<file path="src/rtl/pc_pkg.sv">
// Shared types and constants for the program-counter unit.
package pc_pkg;

  // Next-PC source selected by the control logic.
  typedef enum logic [1:0] {
    PcSeq    = 2'd0,
    PcBranch = 2'd1,
    PcJalr   = 2'd2,
    PcTrap   = 2'd3
  } pc_sel_e;

  // Run/halt control state.
  typedef enum logic [0:0] {
    StRun    = 1'b0,
    StHalted = 1'b1
  } pc_state_e;

  // Sequential increment (also the link offset).
  localparam int unsigned PC_INC = 4;

endpackage

</file>
<file path="src/rtl/pc_if.sv">
// Control/branch side <-> PC unit bundle. Trace signals exist only with PC_TRACE_EN.
interface pc_if import pc_pkg::*; #(
  parameter int unsigned XLEN = 32
`ifdef PC_TRACE_EN
  , parameter int unsigned TRACE_DEPTH = 8
`endif
) ();

  logic            stall;
  logic            halt_req;
  logic            resume;
  pc_sel_e         pc_sel;
  logic            branch_taken;
  logic [XLEN-1:0] imm;
  logic [XLEN-1:0] jalr_base;
  logic [XLEN-1:0] pc_out;
  logic [XLEN-1:0] pc_plus4;
  logic            misaligned;
  logic [XLEN-1:0] bad_target;
  logic            halted;
`ifdef PC_TRACE_EN
  logic [$clog2(TRACE_DEPTH)-1:0] trace_idx;
  logic [XLEN-1:0]                trace_data;
  logic [$clog2(TRACE_DEPTH):0]   trace_count;
`endif

  // Control/branch logic side.
  modport master (
    output stall, halt_req, resume, pc_sel, branch_taken, imm, jalr_base,
`ifdef PC_TRACE_EN
    output trace_idx,
    input  trace_data, trace_count,
`endif
    input  pc_out, pc_plus4, misaligned, bad_target, halted
  );

  // PC unit side.
  modport slave (
    input  stall, halt_req, resume, pc_sel, branch_taken, imm, jalr_base,
`ifdef PC_TRACE_EN
    input  trace_idx,
    output trace_data, trace_count,
`endif
    output pc_out, pc_plus4, misaligned, bad_target, halted
  );

endinterface

</file>
<file path="src/rtl/pc_trace_buf.sv">
// Circular log of non-sequential PC loads; read side indexes back from the newest entry.
module pc_trace_buf #(
  parameter int unsigned XLEN  = 32,
  parameter int unsigned DEPTH = 8,
  localparam int unsigned IdxW = $clog2(DEPTH)
) (
  input  logic            clk,
  input  logic            rst,
  input  logic            wr_en,
  input  logic [XLEN-1:0] wr_data,
  input  logic [IdxW-1:0] rd_idx,
  output logic [XLEN-1:0] rd_data,
  output logic [IdxW:0]   count
);

  logic [XLEN-1:0] mem_q [DEPTH];
  logic [IdxW-1:0] wr_ptr_q;
  logic [IdxW:0]   count_q;
  logic [IdxW-1:0] rd_pos;

  // Write pointer wraps naturally; count saturates at DEPTH.
  always_ff @(posedge clk) begin
    if (!rst) begin
      wr_ptr_q <= '0;
      count_q  <= '0;
    end else if (wr_en) begin
      mem_q[wr_ptr_q] <= wr_data;
      wr_ptr_q        <= wr_ptr_q + 1'b1;
      if (count_q != (IdxW + 1)'(DEPTH)) begin
        count_q <= count_q + 1'b1;
      end
    end
  end

  // Newest entry sits just behind the write pointer; unfilled slots read as zero.
  always_comb begin
    rd_pos  = wr_ptr_q - 1'b1 - rd_idx;
    rd_data = '0;
    if ({1'b0, rd_idx} < count_q) begin
      rd_data = mem_q[rd_pos];
    end
  end

  assign count = count_q;

endmodule

</file>
<file path="src/rtl/pc_unit.sv">
// Program-counter unit: PC register, next-PC selection, run/halt FSM, misaligned-target trap.
// Optional redirect trace buffer enabled by defining PC_TRACE_EN.
module pc_unit import pc_pkg::*; #(
  parameter int unsigned     XLEN         = 32,
  parameter logic [XLEN-1:0] RESET_VECTOR = '0,
  parameter logic [XLEN-1:0] TRAP_VECTOR  = XLEN'(32'h0000_0100),
  parameter int unsigned     IALIGN       = 4,
  parameter int unsigned     TRACE_DEPTH  = 8
) (
  input logic clk,
  input logic rst,
  pc_if.slave bus
);

  localparam logic [XLEN-1:0] AlignMask = XLEN'(IALIGN - 1);

  if (!(IALIGN == 2 || IALIGN == 4)) begin : g_bad_ialign
    $error("IALIGN must be 2 or 4");
  end
  if (TRACE_DEPTH < 2 || (TRACE_DEPTH & (TRACE_DEPTH - 1)) != 0) begin : g_bad_depth
    $error("TRACE_DEPTH must be a power of 2, at least 2");
  end

  pc_state_e       state_q;
  logic [XLEN-1:0] pc_q;
  logic            mis_q;
  logic [XLEN-1:0] bad_q;

  logic [XLEN-1:0] pc_plus4;
  logic [XLEN-1:0] br_target;
  logic [XLEN-1:0] jalr_target;
  logic [XLEN-1:0] redirect_target;
  logic            redirect;
  logic            target_bad;
  logic            advance;
  logic            take_trap;
  logic            pc_load;
  logic [XLEN-1:0] pc_next;

  assign pc_plus4    = pc_q + XLEN'(PC_INC);
  assign br_target   = pc_q + bus.imm;
  assign jalr_target = (bus.jalr_base + bus.imm) & ~XLEN'(1);

  // Traps win over halt and stall; everything else needs a free-running cycle.
  assign take_trap = (state_q == StRun) && (bus.pc_sel == PcTrap);
  assign advance   = (state_q == StRun) && !bus.halt_req && !bus.stall;

  // Pick the redirect candidate and decide what the PC loads this cycle.
  always_comb begin
    redirect        = 1'b0;
    redirect_target = br_target;
    unique case (bus.pc_sel)
      PcBranch: redirect = bus.branch_taken;
      PcJalr: begin
        redirect        = 1'b1;
        redirect_target = jalr_target;
      end
      default: ;
    endcase
    target_bad = redirect && ((redirect_target & AlignMask) != '0);

    pc_load = 1'b0;
    pc_next = pc_plus4;
    if (take_trap) begin
      pc_load = 1'b1;
      pc_next = TRAP_VECTOR;
    end else if (advance) begin
      pc_load = 1'b1;
      if (target_bad) begin
        pc_next = TRAP_VECTOR;
      end else if (redirect) begin
        pc_next = redirect_target;
      end
    end
  end

  // Run/halt FSM with registered PC, misaligned pulse and captured bad target.
  always_ff @(posedge clk) begin
    if (!rst) begin
      state_q <= StRun;
      pc_q    <= RESET_VECTOR;
      mis_q   <= 1'b0;
      bad_q   <= '0;
    end else begin
      mis_q <= 1'b0;
      if (pc_load) begin
        pc_q <= pc_next;
      end
      if (advance && target_bad) begin
        mis_q <= 1'b1;
        bad_q <= redirect_target;
      end
      unique case (state_q)
        StRun:    if (bus.halt_req) state_q <= StHalted;
        StHalted: if (bus.resume && !bus.halt_req) state_q <= StRun;
        default:  state_q <= StRun;
      endcase
    end
  end

  assign bus.pc_out     = pc_q;
  assign bus.pc_plus4   = pc_plus4;
  assign bus.misaligned = mis_q;
  assign bus.bad_target = bad_q;
  assign bus.halted     = (state_q == StHalted);

`ifdef PC_TRACE_EN
  logic trace_we;

  // Every non-sequential load is logged, including the misaligned-target trap.
  assign trace_we = take_trap || (advance && redirect);

  pc_trace_buf #(
    .XLEN  (XLEN),
    .DEPTH (TRACE_DEPTH)
  ) u_trace (
    .clk     (clk),
    .rst     (rst),
    .wr_en   (trace_we),
    .wr_data (pc_next),
    .rd_idx  (bus.trace_idx),
    .rd_data (bus.trace_data),
    .count   (bus.trace_count)
  );
`endif

endmodule

</file>
<file path="src/flat_wrapper.sv">
// flat-port wrapper written by rule: the top's interface ports become plain ports
module pc_unit_flat import pc_pkg::*;
#(
  parameter int unsigned     XLEN         = 32,
  parameter logic [XLEN-1:0] RESET_VECTOR = '0,
  parameter logic [XLEN-1:0] TRAP_VECTOR  = XLEN'(32'h0000_0100),
  parameter int unsigned     IALIGN       = 4,
  parameter int unsigned     TRACE_DEPTH  = 8
)
  (clk, rst, bus_stall, bus_halt_req, bus_resume, bus_pc_sel, bus_branch_taken, bus_imm, bus_jalr_base, bus_pc_out, bus_pc_plus4, bus_misaligned, bus_bad_target, bus_halted);
  pc_if #(.XLEN(XLEN)) bus_i ();
  input logic clk;
  input logic rst;
  input wire logic [$bits(bus_i.stall)-1:0] bus_stall;
  input wire logic [$bits(bus_i.halt_req)-1:0] bus_halt_req;
  input wire logic [$bits(bus_i.resume)-1:0] bus_resume;
  input wire logic [$bits(bus_i.pc_sel)-1:0] bus_pc_sel;
  input wire logic [$bits(bus_i.branch_taken)-1:0] bus_branch_taken;
  input wire logic [$bits(bus_i.imm)-1:0] bus_imm;
  input wire logic [$bits(bus_i.jalr_base)-1:0] bus_jalr_base;
  output wire logic [$bits(bus_i.pc_out)-1:0] bus_pc_out;
  output wire logic [$bits(bus_i.pc_plus4)-1:0] bus_pc_plus4;
  output wire logic [$bits(bus_i.misaligned)-1:0] bus_misaligned;
  output wire logic [$bits(bus_i.bad_target)-1:0] bus_bad_target;
  output wire logic [$bits(bus_i.halted)-1:0] bus_halted;
  assign bus_i.stall = bus_stall;
  assign bus_i.halt_req = bus_halt_req;
  assign bus_i.resume = bus_resume;
  assign bus_i.pc_sel = bus_pc_sel;
  assign bus_i.branch_taken = bus_branch_taken;
  assign bus_i.imm = bus_imm;
  assign bus_i.jalr_base = bus_jalr_base;
  assign bus_pc_out = bus_i.pc_out;
  assign bus_pc_plus4 = bus_i.pc_plus4;
  assign bus_misaligned = bus_i.misaligned;
  assign bus_bad_target = bus_i.bad_target;
  assign bus_halted = bus_i.halted;
  pc_unit #(.XLEN(XLEN), .RESET_VECTOR(RESET_VECTOR), .TRAP_VECTOR(TRAP_VECTOR), .IALIGN(IALIGN), .TRACE_DEPTH(TRACE_DEPTH)) u_core (.clk(clk), .rst(rst), .bus(bus_i));
endmodule
</file>
<file path="config.mk">
export PLATFORM = sky130hd
export DESIGN_NAME = pc_unit_flat
export DESIGN_NICKNAME = d
export VERILOG_FILES = /design/src/rtl/pc_pkg.sv /design/src/rtl/pc_if.sv /design/src/rtl/pc_trace_buf.sv /design/src/rtl/pc_unit.sv /design/src/flat_wrapper.sv
export SDC_FILE = /design/constraint.sdc
export NUM_CORES = 1
export LEC_CHECK = 0
export BUFFER_PORTS_ARGS = -buffer_cell sky130_fd_sc_hd__clkbuf_2
export CAP_MARGIN = 30
export CORE_MARGIN = 10
export CORE_UTILIZATION = 54
export DETAILED_ROUTE_END_ITERATION = 8
export GPL_TIMING_DRIVEN = 0
export PLACE_DENSITY = 0.86
export SLEW_MARGIN = 0
export SYNTH_ARGS = -nofsm -noshare
export SYNTH_HDL_FRONTEND = slang
export SYNTH_SLANG_ARGS = --single-unit
</file>
<file path="constraint.sdc">
create_clock -name clk -period 3.4 [get_ports clk]
set_input_delay 0.51 -clock clk [delete_from_list [all_inputs] [get_ports clk]]
set_output_delay 0.51 -clock clk [all_outputs]
set_load 0.02 [all_outputs]
</file>
==> summary.md <==
| Metric | Value |
|---|---|
| Status | finished with violations |
| Failing checks | negative setup slack |
| Layout cells sized above 1 | 0.193 |
| DRT Pass-1 Iters | 6 |
| Final std cells w/o fill | 1,313 |
| Max cap viols | 0 |
| Slowest library cell on the worst path | dfxtp_1 |
| Final Power | 2.67 mW |
| Final Max Tran Viols | 0 |
| Primary FF master, synth | dfxtp_1 |
| Hold path startpoint | bus_halt_req |
| Relative slew slack | 0.469 |
| Crit path kind | flip-flop to output port |
| Root buf cell | clkbuf_16 |
| Synth Net Count | 1,092 |
| Final period utilization | 1.01 |
| Worst Max-Slew Pin Slew | 0.796 ns |
| Synth Register Bits | 66 |
| Max Buffers Root-to-Sink | 2 |
| Post-synthesis sequential area ratio | 0.188 |
| Post-route ant nets | 0 |
| # rows | 41 |
| Die width | 134 µm |
| Avg Cell Area, Syn | 7.37 µm² |
| Area share of the largest cell type after synthesis | 0.188 |
| Final setup vio count | 1 |
| CP Capture Type | output port |
| Vias | 8,429 |
| Synth cell types | 72 |
| Mapped Area | between 7000 and 8000 µm² |
| CP cell instances | nand4_1 -> nor3_4 -> nand3_2 -> or3_1 -> clkbuf_1 -> nor2_2 -> xor2_1 -> clkbuf_2 |
| Gate Count Post-Synth | 953 |
| Insertion delay to the later sink of the worst-skew pair | 0.34 ns |
| Ranking of synthesized cells by area | dfxtp_1 (19%), ha_1 (12%), xnor2_1 (6.9%), a21oi_1 (6.1%), nand2_1 (6.0%) |
| Core ar. | 12,700 µm² |
| Post-Place Cells | ~1,300 |
| Maximum clock rate | slightly below 0.3 GHz |
| CTS HTree Levels | 3 |
| Hold Slack | approximately 0.43 ns |
| RePlAce Congestion | 1.03 |
| # clock sinks | 66 |
| Yosys Warn Count | 0 |
| Layout area overhead | 20.7% |
| DP HPWL | 21,000 µm |
| Final Hold Viols | 0 |
| IO Pins | 170 |
| CP required | just under 3 ns |
| Max VDD drop | 0.000202 V |
| Area leader, netlist | dfxtp_1 |
| Worst min-delay path class | input port to flip-flop |
| Placed cell area | 8090 µm² |
| DR vias/cell | 6.42 |
| Worst reg2reg path startpoint | u_core.bus.pc_out[0]$_SDFFE_PN0P_ |
| Die area | 18,000 µm² |
| First-pass GRT wire length | 41,600 µm |
| Fillers | 1,069 |
| Final Critical Period | about 3.4 ns |
| ANT cells | 0 |
| Maximum fanout along the worst path | 7 |
| Largest net degree at the start of global routing | 13 |
| Critical Path AT | 2.91 ns |
| GR Util All Layers | 0.280 |
| Initial Util | 0.554 |
| Max incr delay on CP | 0.54 ns |
| Clk_skew | between 0.008 and 0.009 ns |
| Antenna violations before repair | 0 |
| Die height | 134 µm |
| Synth async-reset ratio | 0 |
| Num CTS Buffers | 9 |
| DRC Markers | 0 |
| Worst Setup SP | u_core.bus.pc_out[9]$_SDFFE_PN0P_ |
| DR iter-0 viols | 1,201 |
| Post-layout instance area | 8480 µm² |
| Setup WS post-layout | -0.0183 ns |
| Power Dens Cells | ~310 nW/µm² |
| Cts hold-fix bufs | 0 |
| Leak | 4.05 nW |
| CTS tree | done |
| Grt total ovfl | 0 |
| # port buffers | 169 |
| RSZ-0062 raised after global routing | true |
| Post-Route WL | approximately 27,000 µm |
| DR WL/cell | 20.2 µm |
| Final net count | 1,275 |
| CP Launch Type | flip-flop |
| Number of global-route vias before repair | 7,864 |
| Clk slew on worst S/H paths | 0.06 ns |
| Number of flops mapped to enable cells by yosys | 0 |
flip-flops by register name, indices dropped and copies added (netlist names):
name and flops:
u_core.bus.halted 1, u_core.bus.bad_target 32, u_core.bus.pc_out 32, u_core.bus.misaligned 1
metal layers:
| metal | global-route usage | share of wire | wire (µm) | vias to the layer above |
|---|---|---|---|---|
| met2 | 0.446 | 0.44 | 11700 | 650 |
| met3 | 0.0471 | 0.13 | 3440 | 113 |
| met1 | 0.370 | 0.39 | 10300 | 3783 |
| li1 | - | - | - | 3883 |
| met5 | 0 | 0 | 0 | - |
| met4 | 0.108 | 0.040 | 1060 | 0 |
metrics by stage:
| step | setup slack [ns] | util | TNS, ns |
|---|---|---|---|
| 2_1_floorplan | 0.510 | - | 0 |
| 3_3_place_gp | -0.113 | 0.638 | -0.413 |
| 3_5_place_dp | -0.127 | 0.638 | -0.504 |
| 4_1_cts | 0.00309 | 0.664 | 0 |
| 5_1_grt | -0.123 | 0.669 | -0.289 |
| 6_report | -0.0183 | 0.669 | -0.0183 |
report_power, final:
part / internal [mW] / total, mW / switching [mW] / leakage [nW]
clock: 0.640 / 1.01 / 0.366 / 0.151
sequential: 0.790 / 0.814 / 0.0235 / 0.534
combinational: 0.311 / 0.846 / 0.535 / 3.37
placed cells by master (no fill, tap or decap), drive strengths merged, types with 9 or more instances in the layout:
cell type,Yosys,routed
a211oi,16,16
xor2,26,26
nand2b,10,10
clkbuf,33,211
inv,26,26
nor2,77,77
a21oi,86,86
o21ai,80,80
and3,19,19
o21bai,9,9
o21a,11,11
dfxtp,66,66
xnor2,55,55
a21o,46,46
nand3,24,24
nor3,20,20
a31oi,12,12
buf,11,14
nand2,112,112
nand4,15,15
ha,65,65
a21boi,9,9
or3,11,11
repair_timing:
| item | in CTS | in global routing |
|---|---|---|
| pin swaps | 0 | 2 |
| buffers inserted | 0 | 3 |
| gates resized for setup | 1 | 10 |
| setup endpoints to repair | 3 | 24 |
cell families (layout without fill, tap and decap cells):
group,Yosys count,in the layout,share of synthesized area
adder cells (fa/ha/maj),67,67,0.121
AO/OA/AOI/OAI,341,341,0.321
multiplexers,8,8,0.0114
flip-flops,66,66,0.188
buffers and inverters,70,258,0.0442
XOR/XNOR,81,81,0.101
AND/OR/NAND/NOR,320,320,0.213
path summary, 6_finish.rpt:
path,end,slack [ns],cells after the start
max reg2reg,u_core.bus.pc_out[26]$_SDFFE_PN0P_,0.19,12
max,bus_pc_plus4[27],-0.02,8
min,u_core.bus.halted$_SDFF_PN0_,0.43,2
min reg2reg,u_core.bus.bad_target[24]$_SDFFE_PN0P_,0.46,2
cell usage after synthesis, types with 19 or more instances:
| master | n |
|---|---|
| nor2_1 | 77 |
| o21ai_0 | 64 |
| xor2_1 | 26 |
| xnor2_1 | 55 |
| nor3_1 | 19 |
| inv_1 | 26 |
| clkbuf_1 | 30 |
| nand3_1 | 24 |
| a21oi_1 | 85 |
| dfxtp_1 | 66 |
| a21o_1 | 45 |
| nand2_1 | 112 |
| ha_1 | 65 |
critical path, delay by kind of cell (launching register included):
| kind | cells | cell delay [ns] |
|---|---|---|
| buffers and inverters | 2 | 0.45 |
| and+or+nand+nor | 5 | 1.34 |
| DFF | 1 | 0.54 |
| xor gates and xnor gates | 1 | 0.23 |
cell type report:
class / count / area, µm² / share of cell area
plain buffers: 44 / 213 / 0.0251
clock buffers: 9 / 225 / 0.0266
clock inverters: 7 / 93.8 / 0.0111
inverters: 26 / 97.6 / 0.0115
multi-input cells: 817 / 5440 / 0.642
flip-flops and latches: 66 / 1320 / 0.156
well taps: 172 / 215 / 0.0254
repair buffers: 172 / 868 / 0.102
Power figures use the tool's default switching activity.
